--- src/rtl/sequence_detector_moore_verilog.sv ---
// sequence_detector_moore_verilog: Moore FSM flagging each overlapping 1011 on a serial input
module sequence_detector_moore_verilog (
  input  logic clock,
  input  logic reset,
  input  logic sequence_in,
  output logic detector_out
);
  localparam logic [2:0] S_ZERO         = 3'd0;
  localparam logic [2:0] S_ONE          = 3'd1;
  localparam logic [2:0] S_ONE_ZERO     = 3'd2;
  localparam logic [2:0] S_ONE_ZERO_ONE = 3'd3;
  localparam logic [2:0] S_DETECT       = 3'd4;
  logic [2:0] state_q, state_d;
  always_comb begin
    state_d = S_ZERO;
    case (state_q)
      S_ZERO:         state_d = sequence_in ? S_ONE : S_ZERO;
      S_ONE:          state_d = sequence_in ? S_ONE : S_ONE_ZERO;
      S_ONE_ZERO:     state_d = sequence_in ? S_ONE_ZERO_ONE : S_ZERO;
      S_ONE_ZERO_ONE: state_d = sequence_in ? S_DETECT : S_ONE_ZERO;
      S_DETECT:       state_d = sequence_in ? S_ONE : S_ONE_ZERO;
      default:        state_d = S_ZERO;
    endcase
  end
  always_ff @(posedge clock) begin
    if (reset) state_q <= S_ZERO;
    else state_q <= state_d;
  end
  assign detector_out = (state_q == S_DETECT);
endmodule

--- config.mk ---
export PLATFORM = sky130hd
export DESIGN_NAME = sequence_detector_moore_verilog
export DESIGN_NICKNAME = d
export VERILOG_FILES = /design/src/rtl/sequence_detector_moore_verilog.sv
export SDC_FILE = /design/constraint.sdc
export NUM_CORES = 1
export LEC_CHECK = 0
export CELL_PAD_IN_SITES_DETAIL_PLACEMENT = 0
export CELL_PAD_IN_SITES_GLOBAL_PLACEMENT = 1
export CORE_AREA = 2 2 39 41
export DETAILED_ROUTE_END_ITERATION = 8
export DIE_AREA = 0 0 41 43
export PLACE_DENSITY_LB_ADDON = 0.1
export SYNTH_ARGS = -nofsm -noshare
export SYNTH_HDL_FRONTEND = slang
export SYNTH_SLANG_ARGS = --single-unit
--- constraint.sdc ---
create_clock -name clock -period 1.6 [get_ports clock]
set_clock_uncertainty 0.15 [all_clocks]
set_input_delay 0.24 -clock clock [delete_from_list [all_inputs] [get_ports clock]]
set_output_delay 0.24 -clock clock [all_outputs]
set_load 0.02 [all_outputs]
# After elaboration in Yosys (flattened, before gate mapping)

Index checks and enable logic that the tools add are counted.
W data, S select, Z words.

Add/subtract/negate cells: 0
Multiply operators: 0
Div/mod/pow operators: 0
Order comparisons: 0
Equality and inequality tests: 4
Shift operators: 0
Muxes and demuxes: 5
Bitwise logic cells: 0
Reduce and logical (&&, ||, !) cells: 2

Operator list:

| cell                 | count |
|---|---|
| $pmux W3 S4          | 1 |
| $eq A3 B2 Y1 const B | 2 |
| $mux W2              | 2 |
| $eq A3 B1 Y1 const B | 1 |
| $eq A3 B3 Y1 const B | 1 |
| $logic_not A3 Y1     | 1 |
| $mux W3              | 1 |
| $reduce_or A2 Y1     | 1 |
| $mux W1              | 1 |

Register bits: 3
Bits in latches: 0
Memory bits (writable): 0
Bits in read-only memories: 0
Output and inout bits: 1
Memories: 0

# Logic depth before layout (Yosys ltp)

Gate-level depths: netlist of the first run.

Word-level depth: 3
Mapped depth: 2
Mapped depth without buffers: 2

# Worst setup path before layout of the first run

OpenSTA, ideal clock, no wires.

Path kind: register to output
Start: register state_q[2]
End: output detector_out
Data arrival time: 0.895 ns
Data required time: 1.210 ns
Path slack: 0.315 ns
Cell stages (with the launch flop): 2
Buffers on the path: 0
Path through: dfxtp_1 -> nor3b_1

Word-level cells in the longest chain between the ends: 1

RTL lines:

| what                     | line | RTL |
|---|---|---|
| start: declaration       | 13   | `logic [2:0] state_q, state_d;` |
| start signal: assignment | 27   | `else state_q <= state_d;` |
| $eq A3 B3 Y1             | 29   | `assign detector_out = (state_q == S_DETECT);` |
| end: declaration         | 6    | `output logic detector_out` |

Every way passes these cells.

# Worst setup path after layout of the first run

Same ends and word-level chain as after synthesis.

==> impl_results.md, run 1 <==
- # setup viols final: 0
- DP HPWL: 233 µm
- Largest registers: state_q (3)
- CP Max Fanout: 2
- Hold EP: state_q[2]
- GR Overflow Total: 0
- Worst Hold Class: flop to flop
- Fill count: 155
- Placer Congestion: 0.597
- CP Capture Type: output port
- Post-synthesis compound-gate area fraction: 4.59%
- TritonCTS clock tree: done
- Post-route ant nets: 0
- Worst path top cell family by delay: buffers and inverters
- Max incr delay on CP: 360 ps
- Diodes inserted: 0
- P per Cell Area: 946 mW/mm²
- Initial drt markers: 1
- Vias after detailed routing: 130
- Mapped Nets: 15
- Die area: 0.00176 mm²
- Area after DPL: 216 µm²
- Register area: 60.1 µm²
- Fin crit share: 93.7%
- Die Y: 43 µm
- Row count: 14
- Clock transition at path regs: 30 ps
- Reg2reg setup slack: 270 ps
- Wire per inst: 7.67 µm
- Worst Setup Start Kind: flop
- Fin crit period: 1500 ps
- PnR worst setup slack: 101 ps
- Initial Utilization: 9.86%
- Final Hold Fails: 0
- Vias per std cell: 3.33
- Rel. slew slack: 86.4%
- Combinational family with the most area after synthesis: simple AND/OR/NAND/NOR gates
- WHS: 456 ps
- RSZ-0062 raised after global routing: no
- I/O Buffers: 3
- Top FF cell, synth: dfxtp_1
- Worst Hold Launch: state_q[0]
- # nets final: 27
- Hold_buf cts: 0
- Asr flop ratio synth: 0%
- H-tree Lvls: 1
- Reg-to-Reg Start: state_q[0]
- XOR/XNOR Fraction of Synth Area: 0%
- Design area: 241 µm²
- Met3 wire len: 22 µm
- DRT Pass-1 Iters: 2
- VDD IR max: 0.359 mV
- Residual DRC: 0
- Least-Margin Pin Slew: 205 ps
- Post-synth top area cell: dfxtp_1
- Layout cells sized above 1: 30.4%
- Cell Area, Synth: 136 µm²
- Clock buffer depth: 2
- Crit-path slowest cell: dlygate4sd2_1
- Pin count of the biggest net entering global routing: 6
- Post-Synth Adder-Cell Area: 7.34%
- Synth Instances: 12
- Crit Path Category: flop to output port
- Mux share of post-synthesis cell area: 0%
- Max Slew Vio Count: 0
- Hold Crit Depth: 3
- Simple-gate area share of the yosys netlist: 44.0%
- Max FFs per register: 3
- Netlist cell types: 8
- Lkg Pwr: 0.0921 nW
- Initial antenna violation count: 0
- Most flop-heavy register: state_q
- Status: completed
- Number of global-route vias before repair: 119
- Worst reg2reg path depth: 3
- Max Cap Viol: 0
- Avg Inst Size Synth: 11.4 µm²
- Chip Width: 41 µm
- Flops & latches, synth: 3
- Most frequent cells after synthesis: dfxtp_1, nor3b_1
- Drt total wl: 299 µm
- Clk_lat worst skew: 230 ps
- Root buffer cell: clkbuf_4
- Global-route wire length before repair: 489 µm
- Required time at the worst-slack endpoint: 1210 ps
- Worst EP arrival: 1110 ps
- EDFF count, synth: 0
- Tot GR Track Use: 5.32%
- Total core area: 0.00138 mm²
- Clock sinks: 3
- Crit path buf inv count: 1
- Setup slack at placement: -41.7 ps
- Crit path cell chain: nor3b_1 -> dlygate4sd2_1
- Multi-input gate area: 76.3 µm²
- Routed wire length on met2: 117 µm
- Synth warn: 0
- Fmax: 667 MHz
- RR Endpoint: state_q[1]
- Total CTS buffers: 3
- DR top layer: met3
- Area contributors post-synth: dfxtp_1, nor3b_1, or4bb_1
- Ports: 4
- Register area share after synthesis: 44.0%
- Metal-1 WL: 159 µm
- Area growth from synthesis to layout: 77.1%
- Top cell type's share of synthesized area: 44.0%
-- report_power, final --
part / total [W] / internal (W) / switching [W]
clock: 0.000131 / 0.0000933 / 0.0000378
combinational: 0.0000185 / 0.0000122 / 0.00000633
sequential: 0.0000789 / 0.0000778 / 0.00000110
total: 0.000228 / 0.000183 / 0.0000452
-- worst min-delay path: stages, from the launching register on --
cell and delay [ps]:
dfxtp_1 300, buf_4 140, nand3b_1 80, nor3b_1 40
-- worst max-delay path by stage --
stage | from | endpoint | slack [ps] | cells past startpoint
floorplan | state_q[2] | detector_out | 320 | 1
global placement | sequence_in | state_q[1] | -10 | 3
detailed placement | sequence_in | state_q[1] | -40 | 3
CTS | state_q[1] | detector_out | 80 | 2
global route | state_q[2] | detector_out | 9 | 2
finish | state_q[2] | detector_out | 100 | 2
-- final cells by class --
class	instances	share of cell area, %
timing repair buffer	7	24.4
tap	16	8.29
multi-input combinational	9	31.6
sequential	3	24.9
clock buffer	4	10.9
-- timing repair --
item                                    in CTS  in global routing
endpoints found under the setup margin       1                  0
resized for setup                            1                  0
buffers inserted                             0                  0
-- cell families (layout without fill, tap and decap cells) --
family / count (synthesis) / after routing
AO/OA/AOI/OAI: 1 / 1
adder cells (fa/ha/maj): 1 / 1
buffers and inverters: 0 / 11
flip-flops: 3 / 3
AND/OR/NAND/NOR: 7 / 7
-- placed cells by master, fill, tap and decap left out, drive strengths merged --
| cell | instances |
|---|---|
| buf | 4 |
| or3b | 1 |
| nand3b | 1 |
| nor3b | 3 |
| maj3 | 1 |
| dfxtp | 3 |
| dlygate4sd2 | 1 |
| a31oi | 1 |
| clkbuf | 4 |
| clkdlybuf4s50 | 2 |
| or4b | 1 |
| or4bb | 1 |
-- layer usage --
layer	GRT usage, %	vias to the layer above
li1	-	70
met1	6.11	55
met2	4.06	5
met3	4.71	0
met4	8.00	0
met5	0	-
-- metrics by stage --
stage	utilization, %	TNS [ps]	total power [W]	std cells
final	17.5	0	0.000228	39
after global routing	17.5	0	0.000253	39
after CTS	17.5	0	0.000236	39
after detailed placement	15.6	-41.7	0.0000987	35
after global placement	15.6	-13.3	0.0000990	35
after floorplan	-	0	0.0000855	12
(Power assumes the default switching activity.)
==> run 2: changes to the inputs <==
Settings changed: ABC_AREA set to 0.
==> results of run 2 <==
Same layout as run 1: the final DEF is identical, and so are final timing and power.
==> run 3: changes to the inputs <==
Settings changed: CTS_BUF_LIST set to sky130_fd_sc_hd__clkbuf_4 sky130_fd_sc_hd__clkbuf_8, CTS_CLUSTER_SIZE set to 24.
==> run 3 against run 2 <==
Count of clock-buffer cells in the layout stayed put. Maximum frequency barely moved. Worst setup slack about the same. Final area increased by 1.6%. Routed wire length rose by 2.3%. Sequential power barely moved. Die area unchanged. Final cell count stayed put. Critical path depth unchanged. Clock power increased by 13%. Worst hold slack about the same. Global-route usage is the same. Critical endpoint unchanged. Highest routed layer unchanged.
==> impl_results.md, run 3 (synthesis results as in run 1) <==
- Status: completed
- CP Capture Type: output port
- Fin crit share: 93.7%
- # setup viols final: 0
- VDD IR max: 0.359 mV
- DRT Pass-1 Iters: 2
- Final Hold Fails: 0
- RR Endpoint: state_q[1]
- Worst EP arrival: 1110 ps
- Reg2reg setup slack: 270 ps
- H-tree Lvls: 1
- Area growth from synthesis to layout: 79.8%
- GR Overflow Total: 0
- Largest registers: state_q (3)
- Register area: 60.1 µm²
- Least-Margin Pin Slew: 205 ps
- Setup slack at placement: -41.7 ps
- Clock transition at path regs: 30 ps
- Required time at the worst-slack endpoint: 1210 ps
- Wire per inst: 7.85 µm
- Multi-input gate area: 76.3 µm²
- Global-route wire length before repair: 489 µm
- Initial Utilization: 9.86%
- Lkg Pwr: 0.0955 nW
- Worst Setup Start Kind: flop
- Clock buffer depth: 2
- Reg-to-Reg Start: state_q[0]
- Drt total wl: 306 µm
- Max Slew Vio Count: 0
- Crit Path Category: flop to output port
- I/O Buffers: 3
- Vias per std cell: 3.33
- TritonCTS clock tree: done
- Total CTS buffers: 3
- Crit path cell chain: nor3b_1 -> dlygate4sd2_1
- PnR worst setup slack: 101 ps
- Design Power: 0.000245 W
- Max incr delay on CP: 360 ps
- Max FFs per register: 3
- RSZ-0062 raised after global routing: no
- Worst path top cell family by delay: buffers and inverters
- Rel. slew slack: 86.4%
- Row count: 14
- Max Cap Viol: 0
- P per Cell Area: 1000 mW/mm²
- CP Max Fanout: 2
- Fmax: 667 MHz
- Crit path buf inv count: 1
- Fill count: 155
- Layout cells sized above 1: 34.8%
- Postcts setup bufs: 0
- Critical Path Source: state_q[2]
- Fin util: 17.7%
- Worst reg2reg path depth: 3
- TNS Setup: 0 ps
- Worst Hold Class: flop to flop
- Critical path destination: detector_out
- Initial drt markers: 1
- Root buffer cell: clkbuf_4
- Chip Width: 41 µm
- CP Depth: 2
- Post-route ant nets: 0
- Tot GR Track Use: 5.32%
- Die Y: 43 µm
- Pin count of the biggest net entering global routing: 6
- # nets final: 27
- Residual DRC: 0
- Crit-path slowest cell: dlygate4sd2_1
- Number of global-route vias before repair: 120
- Clk_lat worst skew: 230 ps
- Die area: 0.00176 mm²
- Ports: 4
- Clock sinks: 3
- DP HPWL: 233 µm
- Fin crit period: 1500 ps
- Most flop-heavy register: state_q
- Most frequent cells in the layout: clkbuf_4, buf_4, nor3b_1, dfxtp_1, clkdlybuf4s50_1
- Initial antenna violation count: 0
- Vias after detailed routing: 130
- Diodes inserted: 0
- Total core area: 0.00138 mm²
- Placer Congestion: 0.597
## run 3: per-stage QoR
| stage | area, µm² | hold WS (ps) | instances |
|---|---|---|---|
| 4_1_cts | 245 | 461 | 39 |
| 3_5_place_dp | 216 | 455 | 35 |
| 2_1_floorplan | 136 | 159 | 12 |
| 3_3_place_gp | 216 | 461 | 35 |
| 5_1_grt | 245 | 477 | 39 |
| 6_report | 245 | 456 | 39 |
## run 3: worst min-delay path: stages (launching register included)
cell and delay [ps]:
dfxtp_1 300, buf_4 140, nand3b_1 80, nor3b_1 40
## run 3: per-layer routing
| metal | wire length (µm) | global-route usage, % | vias to the layer above |
|---|---|---|---|
| met4 | 0 | 8.00 | 0 |
| met5 | 0 | 0 | - |
| met2 | 120 | 4.06 | 5 |
| met3 | 22 | 4.71 | 0 |
| li1 | - | - | 70 |
| met1 | 163 | 6.11 | 55 |
## run 3: worst min path at each step
stage / from / to / slack [ps] / cells past startpoint
5_1_grt: reset / state_q[1] / 480 / 2
3_5_place_dp: state_q[0] / state_q[2] / 450 / 3
2_1_floorplan: reset / state_q[1] / 160 / 1
3_3_place_gp: state_q[0] / state_q[2] / 460 / 3
6_report: state_q[0] / state_q[2] / 460 / 3
4_1_cts: state_q[0] / state_q[2] / 460 / 3
## run 3: report_power, final
part / switching [W] / internal, W
clock network: 0.0000376 / 0.000110
logic: 0.00000645 / 0.0000122
registers: 0.00000110 / 0.0000778
## run 3: what timing repair did
| action | CTS | global route |
|---|---|---|
| endpoints found under the setup margin | 1 | 0 |
| gates resized for setup | 1 | 0 |
| hold buffers | 0 | 0 |
## run 3: cell type report
cell class / instances / area share [%]
flip-flops and latches: 3 / 24.5
clock buffers: 4 / 12.2
multi-input cells: 9 / 31.1
repair buffers: 7 / 24.0
well taps: 16 / 8.16
